$ cat config.mk
export PLATFORM = sky130hd
export DESIGN_NAME = fetch_ctrl_flat
export DESIGN_NICKNAME = d
export VERILOG_FILES = /design/src/rtl/fetch_ctrl_if.sv /design/src/rtl/fetch_ctrl.sv /design/src/flat_wrapper.sv
export SDC_FILE = /design/constraint.sdc
export NUM_CORES = 1
export LEC_CHECK = 0
export CAP_MARGIN = 5
export CORE_UTILIZATION = 52
export DETAILED_ROUTE_END_ITERATION = 10
export GPL_TIMING_DRIVEN = 0
export HOLD_SLACK_MARGIN = 0.12
export MAX_ROUTING_LAYER = met4
export PLACE_DENSITY_LB_ADDON = 0.15
export SYNTH_ARGS = -nofsm -noshare
export SYNTH_HDL_FRONTEND = slang
export SYNTH_SLANG_ARGS = --single-unit
$ cat constraint.sdc
create_clock -name clk -period 8.96 [get_ports clk]
set_clock_uncertainty 0.15 [all_clocks]
set_input_delay 2.688 -clock clk [delete_from_list [all_inputs] [get_ports clk]]
set_output_delay 2.688 -clock clk [all_outputs]
set_load 0.05 [all_outputs]
$ cat src/rtl/fetch_ctrl_if.sv
// Fetch-stage bus bundle: instruction-memory port, redirect input and the
// decode-facing valid/ready channel.
interface fetch_ctrl_if;
    logic [31:0] im_pc;
    logic [31:0] im_code;
    logic        redirect_valid;
    logic [31:0] redirect_pc;
    logic        out_valid;
    logic        out_ready;
    logic [31:0] out_pc;
    logic [31:0] out_code;

    modport master (
        output im_pc,
        input  im_code,
        input  redirect_valid,
        input  redirect_pc,
        output out_valid,
        input  out_ready,
        output out_pc,
        output out_code
    );

    modport slave (
        input  im_pc,
        output im_code,
        output redirect_valid,
        output redirect_pc,
        input  out_valid,
        output out_ready,
        input  out_pc,
        input  out_code
    );
endinterface

$ cat src/rtl/fetch_ctrl.sv
// Instruction-fetch sequencer: issues one word address per cycle, absorbs the
// one-cycle memory latency in a 2-entry skid FIFO and flushes on redirect.
module fetch_ctrl_chk #(
    parameter int FIFO_DEPTH = 2
) (
    input logic       clk,
    input logic       rst_n,
    input logic       redirect,
    input logic       push,
    input logic       pop,
    input logic [1:0] count
);
    // A push into a full FIFO without a same-edge pop would drop a word.
    assert property (@(posedge clk)
        !(rst_n && !redirect && push && !pop && (count == 2'(FIFO_DEPTH))));
endmodule

module fetch_ctrl #(
    parameter logic [31:0] RESET_PC   = 32'h0000_0000,
    parameter int          FIFO_DEPTH = 2
) (
    input logic          clk,
    input logic          rst_n,
    fetch_ctrl_if.master bus
);
    logic [31:0] pc_r;
    logic        inflight_v_r;
    logic [31:0] inflight_pc_r;
    logic [31:0] fifo_pc_r   [2];
    logic [31:0] fifo_code_r [2];
    logic        wr_ptr_r;
    logic        rd_ptr_r;
    logic [1:0]  count_r;

    logic        pop_s;
    logic        push_s;
    logic        issue_s;
    logic [2:0]  occ_s;
    logic [1:0]  count_nxt_s;
    logic [31:0] target_s;

    // Handshake decode and the slot-reservation rule for issuing a new read.
    always_comb begin
        pop_s       = (count_r != 2'd0) && bus.out_ready;
        push_s      = inflight_v_r;
        occ_s       = {1'b0, count_r} + {2'b00, inflight_v_r} - {2'b00, pop_s};
        issue_s     = (occ_s <= 3'd1);
        count_nxt_s = count_r + {1'b0, push_s} - {1'b0, pop_s};
        target_s    = bus.redirect_pc & 32'hFFFF_FFFC;
    end

    // PC, in-flight tracker and skid FIFO; reset beats redirect beats issue.
    always_ff @(posedge clk) begin
        if (!rst_n) begin
            pc_r          <= RESET_PC;
            inflight_v_r  <= 1'b0;
            inflight_pc_r <= 32'h0000_0000;
            wr_ptr_r      <= 1'b0;
            rd_ptr_r      <= 1'b0;
            count_r       <= 2'd0;
            for (int i = 0; i < 2; i++) begin
                fifo_pc_r[i]   <= 32'h0000_0000;
                fifo_code_r[i] <= 32'h0000_0000;
            end
        end else if (bus.redirect_valid) begin
            pc_r         <= target_s;
            inflight_v_r <= 1'b0;
            wr_ptr_r     <= 1'b0;
            rd_ptr_r     <= 1'b0;
            count_r      <= 2'd0;
        end else begin
            if (push_s) begin
                fifo_pc_r[wr_ptr_r]   <= inflight_pc_r;
                fifo_code_r[wr_ptr_r] <= bus.im_code;
                wr_ptr_r              <= ~wr_ptr_r;
            end
            if (pop_s) begin
                rd_ptr_r <= ~rd_ptr_r;
            end
            count_r      <= count_nxt_s;
            inflight_v_r <= issue_s;
            if (issue_s) begin
                inflight_pc_r <= pc_r;
                pc_r          <= pc_r + 32'd4;
            end
        end
    end

    // Present the FIFO head; zeros while empty.
    always_comb begin
        bus.im_pc     = pc_r;
        bus.out_valid = (count_r != 2'd0);
        if (count_r != 2'd0) begin
            bus.out_pc   = fifo_pc_r[rd_ptr_r];
            bus.out_code = fifo_code_r[rd_ptr_r];
        end else begin
            bus.out_pc   = 32'h0000_0000;
            bus.out_code = 32'h0000_0000;
        end
    end

    fetch_ctrl_chk #(.FIFO_DEPTH(FIFO_DEPTH)) u_chk (
        .clk      (clk),
        .rst_n    (rst_n),
        .redirect (bus.redirect_valid),
        .push     (push_s),
        .pop      (pop_s),
        .count    (count_r)
    );
endmodule

$ cat src/flat_wrapper.sv
// flat-port wrapper written by rule: the top's interface ports become plain ports
module fetch_ctrl_flat 
#(
    parameter logic [31:0] RESET_PC   = 32'h0000_0000,
    parameter int          FIFO_DEPTH = 2
)
  (clk, rst_n, bus_im_pc, bus_im_code, bus_redirect_valid, bus_redirect_pc, bus_out_valid, bus_out_ready, bus_out_pc, bus_out_code);
  fetch_ctrl_if bus_i ();
  input logic clk;
  input logic rst_n;
  output wire logic [$bits(bus_i.im_pc)-1:0] bus_im_pc;
  input wire logic [$bits(bus_i.im_code)-1:0] bus_im_code;
  input wire logic [$bits(bus_i.redirect_valid)-1:0] bus_redirect_valid;
  input wire logic [$bits(bus_i.redirect_pc)-1:0] bus_redirect_pc;
  output wire logic [$bits(bus_i.out_valid)-1:0] bus_out_valid;
  input wire logic [$bits(bus_i.out_ready)-1:0] bus_out_ready;
  output wire logic [$bits(bus_i.out_pc)-1:0] bus_out_pc;
  output wire logic [$bits(bus_i.out_code)-1:0] bus_out_code;
  assign bus_im_pc = bus_i.im_pc;
  assign bus_i.im_code = bus_im_code;
  assign bus_i.redirect_valid = bus_redirect_valid;
  assign bus_i.redirect_pc = bus_redirect_pc;
  assign bus_out_valid = bus_i.out_valid;
  assign bus_i.out_ready = bus_out_ready;
  assign bus_out_pc = bus_i.out_pc;
  assign bus_out_code = bus_i.out_code;
  fetch_ctrl #(.RESET_PC(RESET_PC), .FIFO_DEPTH(FIFO_DEPTH)) u_core (.clk(clk), .rst_n(rst_n), .bus(bus_i));
endmodule
=== After elaboration in Yosys (flattened, before gate mapping) ===
Memories as Yosys holds them, arrays and structs flattened. A register that Yosys moved wholly into a read port is not among the register bits.
Index checks and enable logic that the tools add are counted.

* Add/sub/neg operators: 5
* Magnitude comparators: 1
* Muxes and demuxes: 19
* Bitwise logic cells: 4
* Reduce and logical (&&, ||, !) cells: 7

{| class="wikitable"
|+ Operators by type and width
! kind !! number
|-
| 2-to-1 mux 32 bit || 6
|-
| OR reduction 32 bit || 2
|-
| adder 32 x 3 -> 32 bit (second input constant) || 1
|-
| 2-to-1 mux 1 bit || 13
|-
| inverter 1 bit || 4
|-
| nonzero test 2 bit || 2
|-
| adder 2 x 1 -> 3 bit || 1
|-
| less-or-equal comparator 3 x 1 -> 1 bit (second input constant) || 1
|-
| subtractor 3 x 1 -> 3 bit || 1
|-
| adder 2 x 1 -> 2 bit || 1
|-
| AND reduction 2 bit || 1
|-
| OR reduction 2 bit || 1
|-
| subtractor 2 x 1 -> 2 bit || 1
|-
| logical AND 1 bit || 1
|}

* Flip-flop bits (word level): 69
* Bits in writable memories: 128
* Input bits: 68
* Output and inout port bits: 97
* Word-level logic and storage cells: 45
* Memories: 2

{| class="wikitable"
|+ Memories
! name !! words !! width !! rd ports !! clocked after memory_dff !! wr ports !! RTL line !! RTL
|-
| u_core.fifo_code_r || 2 || 32 || 1 || 1 || 2 || fetch_ctrl.sv:30 || <nowiki>logic [31:0] fifo_code_r [2];</nowiki>
|-
| u_core.fifo_pc_r || 2 || 32 || 1 || 1 || 2 || fetch_ctrl.sv:29 || <nowiki>logic [31:0] fifo_pc_r [2];</nowiki>
|}

=== Depth between registers and ports, before layout ===
Gate-level depths: netlist of run 1.

* Depth after elaboration: 6
* Gate-level depth with buffers: 13
* Depth with buffers taken out: 11

=== Worst setup path before layout of run 1 ===
No wires, ideal clock.

* Path kind: in2reg
* From: in rst_n
* To: mem u_core.fifo_code_r[0][0] (enable)
* Setup time: 0.567 ns
* Arrival: 7.293 ns
* Required time: 8.243 ns
* Path slack: 0.949 ns
* Cell stages on the path: 3
* Buffers on the path: 0
* Cells stage by stage: nor2b_1 nand2_1 o21ai_0

{| class="wikitable"
|+ RTL lines
! element !! RTL line !! RTL
|-
| start: declaration || flat_wrapper.sv:10 || <nowiki>input logic rst_n;</nowiki>
|-
| end: declaration || fetch_ctrl.sv:30 ||
|}

=== Worst setup path after layout of run 1 ===
* From: reg u_core.count_r[1]
* To: out bus_out_code[2]

* Word-level cells in the longest chain between the ends: 2

{| class="wikitable"
|+ RTL lines
! element !! RTL line !! RTL
|-
| start: declaration || fetch_ctrl.sv:33 || <nowiki>logic [1:0] count_r;</nowiki>
|-
| start signal: assignment || fetch_ctrl.sv:80 || <nowiki>count_r <= count_nxt_s;</nowiki>
|-
| nonzero test 2 bit || fetch_ctrl.sv:93 || <nowiki>if (count_r != 2'd0) begin</nowiki>
|-
| 2-to-1 mux 32 bit || fetch_ctrl.sv:93 ||
|-
| end: declaration || flat_wrapper.sv:18 || <nowiki>output wire logic [$bits(bus_i.out_code)-1:0] bus_out_code;</nowiki>
|}

No other way between the ends.

==> out/results.md, run 1 <==
| Metric | This run |
|:---|:---|
| Run status | finished, final reports clean |
| Placement Cell Area | 10,510 µm² |
| Worst-skew pair later-pin latency | 430 ps |
| Count of final setup violators | 0 |
| DRC viols | 0 |
| Maximum clock path buffer count | 2 |
| Die Y-Extent | 130.5 µm |
| Total number of vias | 6,399 |
| Clock tree from TritonCTS | done |
| Share of flip-flops with an asynchronous set or reset after synthesis | 0 |
| Average wire per cell in the routed design | 16.08 µm |
| WP data arrival | 3020 ps |
| Largest net degree at the start of global routing | 63 |
| Violation count after the first detailed-routing iteration | 371 |
| Start-to-end type of the worst setup path | reg -> out |
| Sequential cell area fraction in the yosys report | 0.5878 |
| Crit path time final | 5861 ps |
| Via count of the first global-routing pass | 6,028 |
| Clock slew at the register clock pins of the worst setup and hold paths | 70 ps |
| Antenna violations before repair | 0 |
| WL final | 19.28 mm |
| Peak fanout along the critical path | 10 |
| Initial cell density of the core | 0.5364 |
| Slowest cell on crit path | sky130_fd_sc_hd__nor2_1 |
| Half-perimeter wire length after detailed placement | 13.36 mm |
| Proportion of netlist area held by the largest area contributor | 0.4338 |
| Yosys warning count | 0 |
| Max-cap violations | 0 |
| Syn-to-layout area delta | 29.43% |
| Die area | 17,020 µm² |
| Port Buf Inserts | 158 |
| Detail-routed via count per cell | 5.337 |
| Total negative slack | 0 ps |
| Critical path's top delay family | buffers and inverters |
| Core occupancy in the finished layout | 0.6943 |
| Final global-route overflow total | 0 |
| Buffers inserted by post-CTS timing repair | 0 |
| Remaining number of nets flagged by the antenna check after routing | 0 |
| Average cell area after synthesis | 10.89 µm² |
| Area of the core | 16,000 µm² |
| Routability-driven placement congestion ratio | 0.8861 |
| #FFs+latches synth | 190 |
| Number of search-and-repair iterations in the first detailed-routing pass | 5 |
| Unrepaired setup endpoints after global routing | no |
| Cells traversed along the worst timing path | nor2_1 > clkbuf_1 > nor2_1 > clkdlybuf4s50_1 |
| Number of H-tree branching levels | 4 |
| Worst setup SP type | register |
| Inserted Diodes | 0 |
| Number of buffers added to fix hold violations after cts | 0 |
| Final hold vios | 0 |
| PD cells | 183.9 nW/µm² |
| Type of destination of the critical path | primary output |
| CTS-repair resized insts | 0 |
| Worst VDD drop | 0.0001486 V |
| TritonCTS buffer count | 17 |
| Required time worst endpoint | 6120 ps |
| Worst-case hold slack | 308.7 ps |
| Overall power of the completed layout | 2.043 mW |
| Largest cells by area after synthesis | sky130_fd_sc_hd__edfxtp_1 43%, sky130_fd_sc_hd__dfxtp_1 15%, sky130_fd_sc_hd__and2_1 9.3% |
| Horiz. Die Dim | 130.5 µm |
| Max Transition Viols Final | 0 |
| GRT Resource Usage Total | 0.2427 |
| Clock net sink count | 190 |
| Post-synth design cell area | 8583 µm² |
| Final instance area | 11,110 µm² |
| Library cell used as clock root buffer | sky130_fd_sc_hd__clkbuf_16 |
| Number of instances in the synthesized netlist | 788 |
| Synth area leader | sky130_fd_sc_hd__edfxtp_1 |
| Transition time at the pin with the least slew margin | 1192 ps |
| Slew HR | 0.2027 |
| First-pass GRT wire length | 30.04 mm |
| Boundary Pins | 165 |
| Worst stage delay on the critical path | 920 ps |
| Fraction of layout instances using a drive strength above 1 | 0.05493 |
| Cell leakage power | 3.811 nW |
| Synth cell types | 54 |
| Number of rows in the core area | 46 |
| Number of synthesized flops with an enable pin | 124 |
| Nets@finish | 1,042 |
| Final period utilization | 0.6541 |
| Path class of the lowest-slack min-delay path | reg -> reg |
| Number of buffers and inverters on the critical path | 2 |
| Top FF cell, synth | sky130_fd_sc_hd__edfxtp_1 |
| Max Clock Freq | 170.6 MHz |
| Cell occurring most often along the worst timing path | sky130_fd_sc_hd__nor2_1 |
flip-flops by register name, indices dropped and copies added (netlist names), named ones only:
register,flops
u_core.fifo_pc_r,60
u_core.count_r,2
u_core.rd_ptr_r,1
u_core.inflight_v_r,1
u_core.inflight_pc_r,30
u_core.bus.im_pc,30
u_core.wr_ptr_r,1
u_core.fifo_code_r,64
logic make-up (layout without fill, tap and decap cells):
family | Yosys count | after routing | share of synthesized area
multiplexers | 62 | 62 | 0.07230
XOR/XNOR | 11 | 11 | 0.01122
adder cells (fa/ha/maj) | 4 | 4 | 0.006706
flip-flops | 190 | 190 | 0.5878
AO/OA/AOI/OAI | 103 | 103 | 0.07464
AND/OR/NAND/NOR | 350 | 350 | 0.2136
other | 1 | 4 | 0.0004369
buffers and inverters | 67 | 259 | 0.03338
final cells by class:
class,instances,area (µm²)
Sequential cell,190,5045
Timing Repair Buffer,160,1622
Inverter,11,41.29
Clock inverter,12,147.6
Tap cell,216,270.3
Clock buffer,20,456.7
Buffer,56,245.2
Multi-Input combinational cell,534,3282
Fill cell,1288,4891
path summary, 6_finish.rpt:
| check | slack, ps | startpoint | to | cells past startpoint |
|---|---|---|---|---|
| max | 3100 | u_core.count_r[1] | bus_out_code[2] | 4 |
| min | 310 | u_core.inflight_pc_r[4] | u_core.inflight_pc_r[4] | 2 |
| max reg2reg | 4290 | u_core.count_r[1] | u_core.bus.im_pc[14] | 12 |
| min reg2reg | 310 | u_core.inflight_pc_r[4] | u_core.inflight_pc_r[4] | 2 |
metal layers:
layer  share of wire  track usage  wire [µm]
met5               0            -          0
met4           0.020      0.09669        385
met3           0.057      0.04560       1107
met2            0.49       0.3924       9355
met1            0.44       0.3022       8432
report_power, final:
group | total, mW | internal [mW] | switching, mW
Combinational | 0.269 | 0.0983 | 0.170
Clock | 0.770 | 0.434 | 0.337
Sequential | 1.00 | 0.975 | 0.0295
placed cells by master (no fill, tap or decap), drive strengths merged, types with 5 or more instances in the layout:
cell type      count
and3               5
xor2               6
clkdlybuf4s50    158
o21ai             27
or4               11
nand2             76
clkbuf            62
mux2i             62
o31ai              8
a31oi             13
nor2              77
inv               16
nand4             13
dfxtp             66
buf               16
edfxtp           124
or3                5
xnor2              5
and2             129
a21oi             35
nand3              9
nand2b             6
Yosys cell counts, types with 2 or more instances:
| library cell | n |
|---|---|
| sky130_fd_sc_hd__a211oi_1 | 4 |
| sky130_fd_sc_hd__a21oi_1 | 35 |
| sky130_fd_sc_hd__a31oi_1 | 13 |
| sky130_fd_sc_hd__and2_1 | 128 |
| sky130_fd_sc_hd__and3_1 | 4 |
| sky130_fd_sc_hd__and4_1 | 3 |
| sky130_fd_sc_hd__buf_1 | 7 |
| sky130_fd_sc_hd__buf_4 | 4 |
| sky130_fd_sc_hd__clkbuf_1 | 42 |
| sky130_fd_sc_hd__dfxtp_1 | 66 |
| sky130_fd_sc_hd__edfxtp_1 | 124 |
| sky130_fd_sc_hd__ha_1 | 3 |
| sky130_fd_sc_hd__inv_1 | 10 |
| sky130_fd_sc_hd__mux2i_1 | 62 |
| sky130_fd_sc_hd__nand2_1 | 76 |
| sky130_fd_sc_hd__nand2b_1 | 6 |
| sky130_fd_sc_hd__nand3_1 | 9 |
| sky130_fd_sc_hd__nand4_1 | 12 |
| sky130_fd_sc_hd__nor2_1 | 77 |
| sky130_fd_sc_hd__nor2b_1 | 4 |
| sky130_fd_sc_hd__nor3_1 | 3 |
| sky130_fd_sc_hd__nor4_1 | 4 |
| sky130_fd_sc_hd__o2111a_1 | 3 |
| sky130_fd_sc_hd__o21ai_0 | 27 |
| sky130_fd_sc_hd__o311a_1 | 2 |
| sky130_fd_sc_hd__o31ai_1 | 8 |
| sky130_fd_sc_hd__o41ai_1 | 2 |
| sky130_fd_sc_hd__or2_2 | 3 |
| sky130_fd_sc_hd__or3_1 | 3 |
| sky130_fd_sc_hd__or3_2 | 2 |
| sky130_fd_sc_hd__or4_1 | 10 |
| sky130_fd_sc_hd__xnor2_1 | 5 |
| sky130_fd_sc_hd__xor2_1 | 6 |
per-stage QoR:
step | setup slack (ps) | std cells
after CTS | 3045 | 1199
after floorplan | 949.4 | 791
after global placement | -2408 | 1165
after global routing | 2928 | 1199
final | 3099 | 1199
after detailed placement | 2712 | 1167
worst min-delay path, cell delays in order (launching register included):
cell	delay [ps]
sky130_fd_sc_hd__dfxtp_1	310
sky130_fd_sc_hd__nand2_1	50
sky130_fd_sc_hd__a21oi_1	50
Note: power is estimated with default switching activity, not from simulation.
==> run 2, diff against run 1 <==
CORE_UTILIZATION = 47   (was 52)
clock period = 4.99 ns   (was 8.96 ns; I/O delays follow)
==> run 2 against run 1 <==
Effect of this change: cell area is 0.18% higher; wire length is 1.0% higher; register-to-register slack worse by 3800 ps; clock power is 75% higher; flip-flop and latch count stayed put; highest routed layer unchanged.
==> out/results.md, run 2 (synthesized netlist as in run 1, its figures left out) <==
| Metric | This run |
|:---|:---|
| DRC viols | 0 |
| Worst flop-to-flop path startpoint | u_core.count_r[1] |
| Max Clock Freq | 217.1 MHz |
| Clock Power Share | 0.372 |
| Cell leakage power | 3.813 nW |
| Die area | 18,810 µm² |
| Max Transition Viols Final | 0 |
| Combinational share of power | 0.133 |
| Detail Route met2 WL | 9.368 mm |
| TritonCTS buffer count | 17 |
| Start-to-end type of the worst setup path | reg -> out |
| Unrepaired setup endpoints after global routing | no |
| Violation count after the first detailed-routing iteration | 425 |
| Library cell used as clock root buffer | sky130_fd_sc_hd__clkbuf_16 |
| CTS-repair resized insts | 0 |
| Transition time at the pin with the least slew margin | 1037 ps |
| Type of destination of the critical path | primary output |
| Clock slew at the register clock pins of the worst setup and hold paths | 70 ps |
| Count of final setup violators | 0 |
| Reg-to-reg slack, setup | 520 ps |
| Worst min-delay path startpoint | u_core.inflight_pc_r[19] |
| Top routing layer in use | met4 |
| Routability-driven placement congestion ratio | 0.8464 |
| WP data arrival | 2960 ps |
| Final hold vios | 0 |
| Number of buffers added to fix hold violations after cts | 0 |
| Antenna violations before repair | 0 |
| Clock net sink count | 190 |
| Wire length on met3 | 1.160 mm |
| Leading registers by flop count | u_core.fifo_code_r x64, u_core.fifo_pc_r x60 |
| Worst-case hold slack | 309.5 ps |
| Port Buf Inserts | 158 |
| Core occupancy in the finished layout | 0.6217 |
| Placement Cell Area | 10,540 µm² |
| Met1 wire length | 8.554 mm |
| Worst VDD drop | 0.0002432 V |
| Final global-route overflow total | 0 |
| Reg2Reg Depth | 12 |
| P_int | 2.701 mW |
| Critical path's top delay family | buffers and inverters |
| Largest net degree at the start of global routing | 63 |
| Worst setup SP type | register |
| Path class of the lowest-slack min-delay path | reg -> reg |
| Syn-to-layout area delta | 29.66% |
| Number of instances on the worst hold path | 2 |
| Overall power of the completed layout | 3.639 mW |
| Nets@finish | 1,042 |
| PD cells | 327.0 nW/µm² |
| Fraction of layout instances using a drive strength above 1 | 0.05392 |
| Cells traversed along the worst timing path | clkbuf_1 > buf_1 > mux2i_1 > nor2_1 > clkdlybuf4s50_1 |
| Commonest cells after routing, fill and taps aside | 158 x sky130_fd_sc_hd__clkdlybuf4s50_1, 128 x sky130_fd_sc_hd__and2_1, 124 x sky130_fd_sc_hd__edfxtp_1 |
| Number of rows in the core area | 49 |
| First-pass GRT wire length | 30.32 mm |
| Die Y-Extent | 137.1 µm |
| Number of search-and-repair iterations in the first detailed-routing pass | 6 |
| End point of the worst hold path | u_core.inflight_pc_r[19] |
| Peak fanout along the critical path | 10 |
| Flop pwr share | 0.495 |
| Horiz. Die Dim | 137.1 µm |
| Average wire per cell in the routed design | 16.07 µm |
| Endpoint of the worst register-to-register path | u_core.bus.im_pc[14] |
| Final period utilization | 0.9231 |
| Half-perimeter wire length after detailed placement | 13.60 mm |
| Maximum clock path buffer count | 2 |
| WL final | 19.47 mm |
| Remaining number of nets flagged by the antenna check after routing | 0 |
| Slowest cell on crit path | sky130_fd_sc_hd__clkdlybuf4s50_1 |
| Number of H-tree branching levels | 4 |
| Worst stage delay on the critical path | 810 ps |
| Detail-routed via count per cell | 5.194 |
| Total net switching power | 938.5 µW |
| Initial cell density of the core | 0.4795 |
| Logic depth of the worst path, buffers included | 5 |
| Max-cap violations | 0 |
| Flip-flop count of the largest register after layout | 64 |
| Area of the core | 17,900 µm² |
| Crit path time final | 4606 ps |
| Inserted Diodes | 0 |
| Clock tree from TritonCTS | done |
| Boundary Pins | 165 |
| Slew HR | 0.3059 |
| Total number of vias | 6,295 |
| Via count of the first global-routing pass | 5,896 |
| Register with the most flip-flops | u_core.fifo_code_r |
| Worst-skew pair later-pin latency | 430 ps |
| Switching part of the total | 0.2579 |
| Number of buffers and inverters on the critical path | 3 |
| Final instance area | 11,130 µm² |
| GRT Resource Usage Total | 0.2205 |
| Buffers inserted by post-CTS timing repair | 0 |
| Run status | finished, final reports clean |
| Required time worst endpoint | 3340 ps |
| Leading cell type in the layout, fill and taps excluded | sky130_fd_sc_hd__clkdlybuf4s50_1 |
-- run 2: changes by cell type in the layout (fill, tap and decap cells not counted), moves of 2 or more --
cell | previous run | this run
sky130_fd_sc_hd__buf_12 | 2 | 0
sky130_fd_sc_hd__inv_6 | 5 | 2
sky130_fd_sc_hd__buf_16 | 0 | 2
sky130_fd_sc_hd__clkinv_2 | 0 | 2
sky130_fd_sc_hd__clkbuf_8 | 2 | 0
-- run 2: power by group through the flow --
stage | sequential (mW) | combinational (mW) | clock [mW]
floorplan | 1.88 | 0.237 | 0
global placement | 1.84 | 0.476 | 0
detailed placement | 1.84 | 0.486 | 0
CTS | 1.80 | 0.489 | 1.37
global route | 1.81 | 0.521 | 1.44
finish | 1.80 | 0.485 | 1.35
-- run 2: layout make-up --
cell class / instances / area, µm²
clock inverter: 12 / 135.1
timing repair buffer: 160 / 1637
tap: 229 / 286.5
buffer: 56 / 245.2
multi-input combinational: 534 / 3282
clock buffer: 20 / 457.9
sequential: 190 / 5045
inverter: 11 / 41.29
fill: 1492 / 6773
-- run 2: routing by layer --
metal / global-route usage / up-vias
met5: - / -
met4: 0.08059 / 0
met3: 0.04111 / 24
met2: 0.3507 / 214
met1: 0.2806 / 2925
li1: - / 3132
-- run 2: worst min-delay path, cell delays in order, from the launching register on --
cell and delay, ps:
sky130_fd_sc_hd__dfxtp_1 310, sky130_fd_sc_hd__nand2_1 50, sky130_fd_sc_hd__a21oi_1 50
-- run 2: how the worst max path moves through the flow --
stage | slack (ps) | from | endpoint
after floorplan | 820 | rst_n | u_core.fifo_code_r[1][0]
after global placement | -1200 | rst_n | u_core.fifo_code_r[1][28]
after detailed placement | 7 | bus_out_ready | u_core.bus.im_pc[14]
after CTS | 340 | register | bus_out_pc[28]
after global routing | 170 | register | bus_out_code[25]
final | 380 | register | bus_out_code[25]
-- run 2: through the flow --
step                      setup TNS, ps  worst slack (ps)  cells
after floorplan                       0             821.0    791
after global placement          -117770             -1199   1178
after detailed placement              0             7.010   1180
after CTS                             0             337.6   1212
after global routing                  0             171.2   1212
final                                 0             383.9   1212
==> run 3, diff against run 2 <==
HOLD_SLACK_MARGIN = default   (was 0.12)
==> results of run 3 <==
No change in the layout: final DEF, timing and power equal those of run 2.
==> patch (flow settings as in run 2) <==
Reset style: asynchronous (`rst_n`), changed in one clocked block.
--- a/src/rtl/fetch_ctrl.sv
+++ b/src/rtl/fetch_ctrl.sv
@@ -51,5 +51,5 @@
 
     // PC, in-flight tracker and skid FIFO; reset beats redirect beats issue.
-    always_ff @(posedge clk) begin
+    always_ff @(posedge clk or negedge rst_n) begin
         if (!rst_n) begin
             pc_r          <= RESET_PC;
Check against the original RTL: differs if rst_n is asserted again (counterexample within 4 cycles, from zero or initial values and one cycle with rst_n low); with rst_n held inactive, the same outputs for 4 cycles.
==> patch against run 2 <==
Final cell count down 7.3%; via count down 3.8%; wire length up 0.90%; setup slack worse by 0.11 ns; area after synthesis about the same; final area down 0.35%; sequential cell count down 1.
Power is not compared: it rests on default switching activity, and its combinational part moved more than twofold at a synthesized area within 25%.
==> patch: results (changes against run 2) <==
| Metric | Value |
|---|---|
| Post-DP Area | `10500 µm² (about the same)` |
| Tightest Pin Transition | `0.832 ns (was 1.04 ns)` |
| Asr flop ratio synth | `1.00 (was 0)` |
| Vias per cell | `5.39 (was 5.19)` |
| Commonest register cell after synthesis | `dfrtp_1 (was edfxtp_1)` |
| Dpl hpwl | `14.1 mm (was 13.6 mm)` |
| WL met1 | `8.93 mm (was 8.55 mm)` |
| Number of H-tree levels | `4 (unchanged)` |
| Drt wl/cell | `17.5 µm (was 16.1 µm)` |
| M3 GR Usage | `0.0456 (was 0.0411)` |
| Status | `complete, no violations (unchanged)` |
| Seq. pwr | `2620 µW` |
| Vias in the first global route | `6345 (was 5896)` |
| Post-synth top cells | `dfrtp_1, mux2_2, nor2_1, mux2i_1, clkbuf_1 (was and2_1, edfxtp_1, nor2_1, nand2_1, dfxtp_1)` |
| Most area-consuming cells after synthesis | `dfrtp_1, mux2_2, mux2i_1 (was edfxtp_1, dfxtp_1, and2_1)` |
| Worst slack, placed | `-0.151 ns (was 0.00701 ns)` |
| Met2 WL post-DR | `9.53 mm (was 9.37 mm)` |
| Worst Reg-to-Reg Cells | `14 (was 12)` |
| Hold endpoint | `u_core.inflight_pc_r[23]$_DFFE_PN0P_ (was u_core.inflight_pc_r[19]$_SDFFE_PN0P_)` |
| Share of layout cells above drive strength 1 | `0.216 (was 0.0539)` |
| Cell variety after synth | `39 (was 54)` |
| Layout net count | `953 (was 1042)` |
| Reg-to-Reg End | `u_core.bus.im_pc[31]$_DFFE_PN0P_ (was u_core.bus.im_pc[14]$_SDFFE_PN0P_)` |
| Met1 usage | `0.295 (was 0.281)` |
| Post-synth EDFFs | `0 (was 124)` |
| Hold path depth | `2 (unchanged)` |
| I/O Buffers | `157 (was 158)` |
| Routability cong. | `0.897 (was 0.846)` |
| Reg2reg setup slack | `0.56 ns (was 0.52 ns)` |
| Hold_ws | `0.346 ns (was 0.309 ns)` |
| Hold path start | `u_core.inflight_pc_r[23]$_DFFE_PN0P_ (was u_core.inflight_pc_r[19]$_SDFFE_PN0P_)` |
| Worst stage delay on the critical path | `0.83 ns (was 0.81 ns)` |
| Largest net degree at the start of global routing | `96 (was 63)` |
| Synthesized instance count | `700 (was 788)` |
| Iter 0 DRT Violations | `251 (was 425)` |
| FF-to-FF Start | `u_core.count_r[1]$_DFF_PN0_ (was u_core.count_r[1]$_SDFF_PP0_)` |
| Inst Count DP | `1090 (was 1180)` |
| Met3 WL | `975 µm (was 1.16 mm)` |
| Sequential area share after synthesis | `0.551 (was 0.588)` |
| Post-Route WL | `19.7 mm (was 19.5 mm)` |
| GRT Overall Usage | `0.229 (was 0.221)` |
| First-pass detailed-route iteration total | `5 (was 6)` |
| Met2 Use GR | `0.368 (was 0.351)` |
patch: cell types whose count changed in the layout (fill, tap and decap cells not counted), moves of 9 or more:
cell,delta
nand3_1,+9
a21oi_1,-34
nand2_1,-49
dfxtp_1,-66
mux2_2,+150
and2_1,-126
dfrtp_1,+189
edfxtp_1,-124
patch: how the worst max path moves through the flow:
| stage | slack [ns] | to | start | cells after the start |
|---|---|---|---|---|
| 2_1_floorplan | 0.67 | u_core.bus.im_pc[22]$_DFFE_PN0P_ | bus_out_ready | 11 |
| 3_3_place_gp | -5.20 | u_core.bus.im_pc[29]$_DFFE_PN0P_ | rst_n | 1 |
| 3_5_place_dp | -0.15 | u_core.bus.im_pc[31]$_DFFE_PN0P_ | bus_out_ready | 13 |
| 4_1_cts | 0.08 | bus_out_pc[18] | u_core.count_r[1]$_DFF_PN0_ | 4 |
| 5_1_grt | 0.02 | bus_out_pc[18] | u_core.rd_ptr_r$_DFFE_PN0P_ | 5 |
| 6_report | 0.27 | bus_out_pc[18] | u_core.rd_ptr_r$_DFFE_PN0P_ | 5 |
patch: repair_timing:
item                       CTS  global route
hold buffers                 0             0
setup buffers                0             0
setup endpoints to repair    0            15
resized for setup            0             1
patch: cell type report:
class	instances	area, µm²
buffer	46	189
clock buffer	20	457
clock inverter	12	140
fill	1476	6810
inverter	10	37.5
multi-input combinational	458	3640
sequential	189	4730
tap	229	287
timing repair buffer	159	1610
patch: logic make-up (layout without fill, tap and decap cells):
family                     after synthesis  after routing  synth area share
muxes                                  213            213             0.270
DFF                                    189            189             0.551
and+or+nand+nor                        172            172            0.0924
buffers and inverters                   56            247            0.0264
AOI/OAI and AO/OA                       53             53            0.0395
xor gates and xnor gates                12             12            0.0131
adders and majority gates                4              4           0.00671
other                                    1              4          0.000437
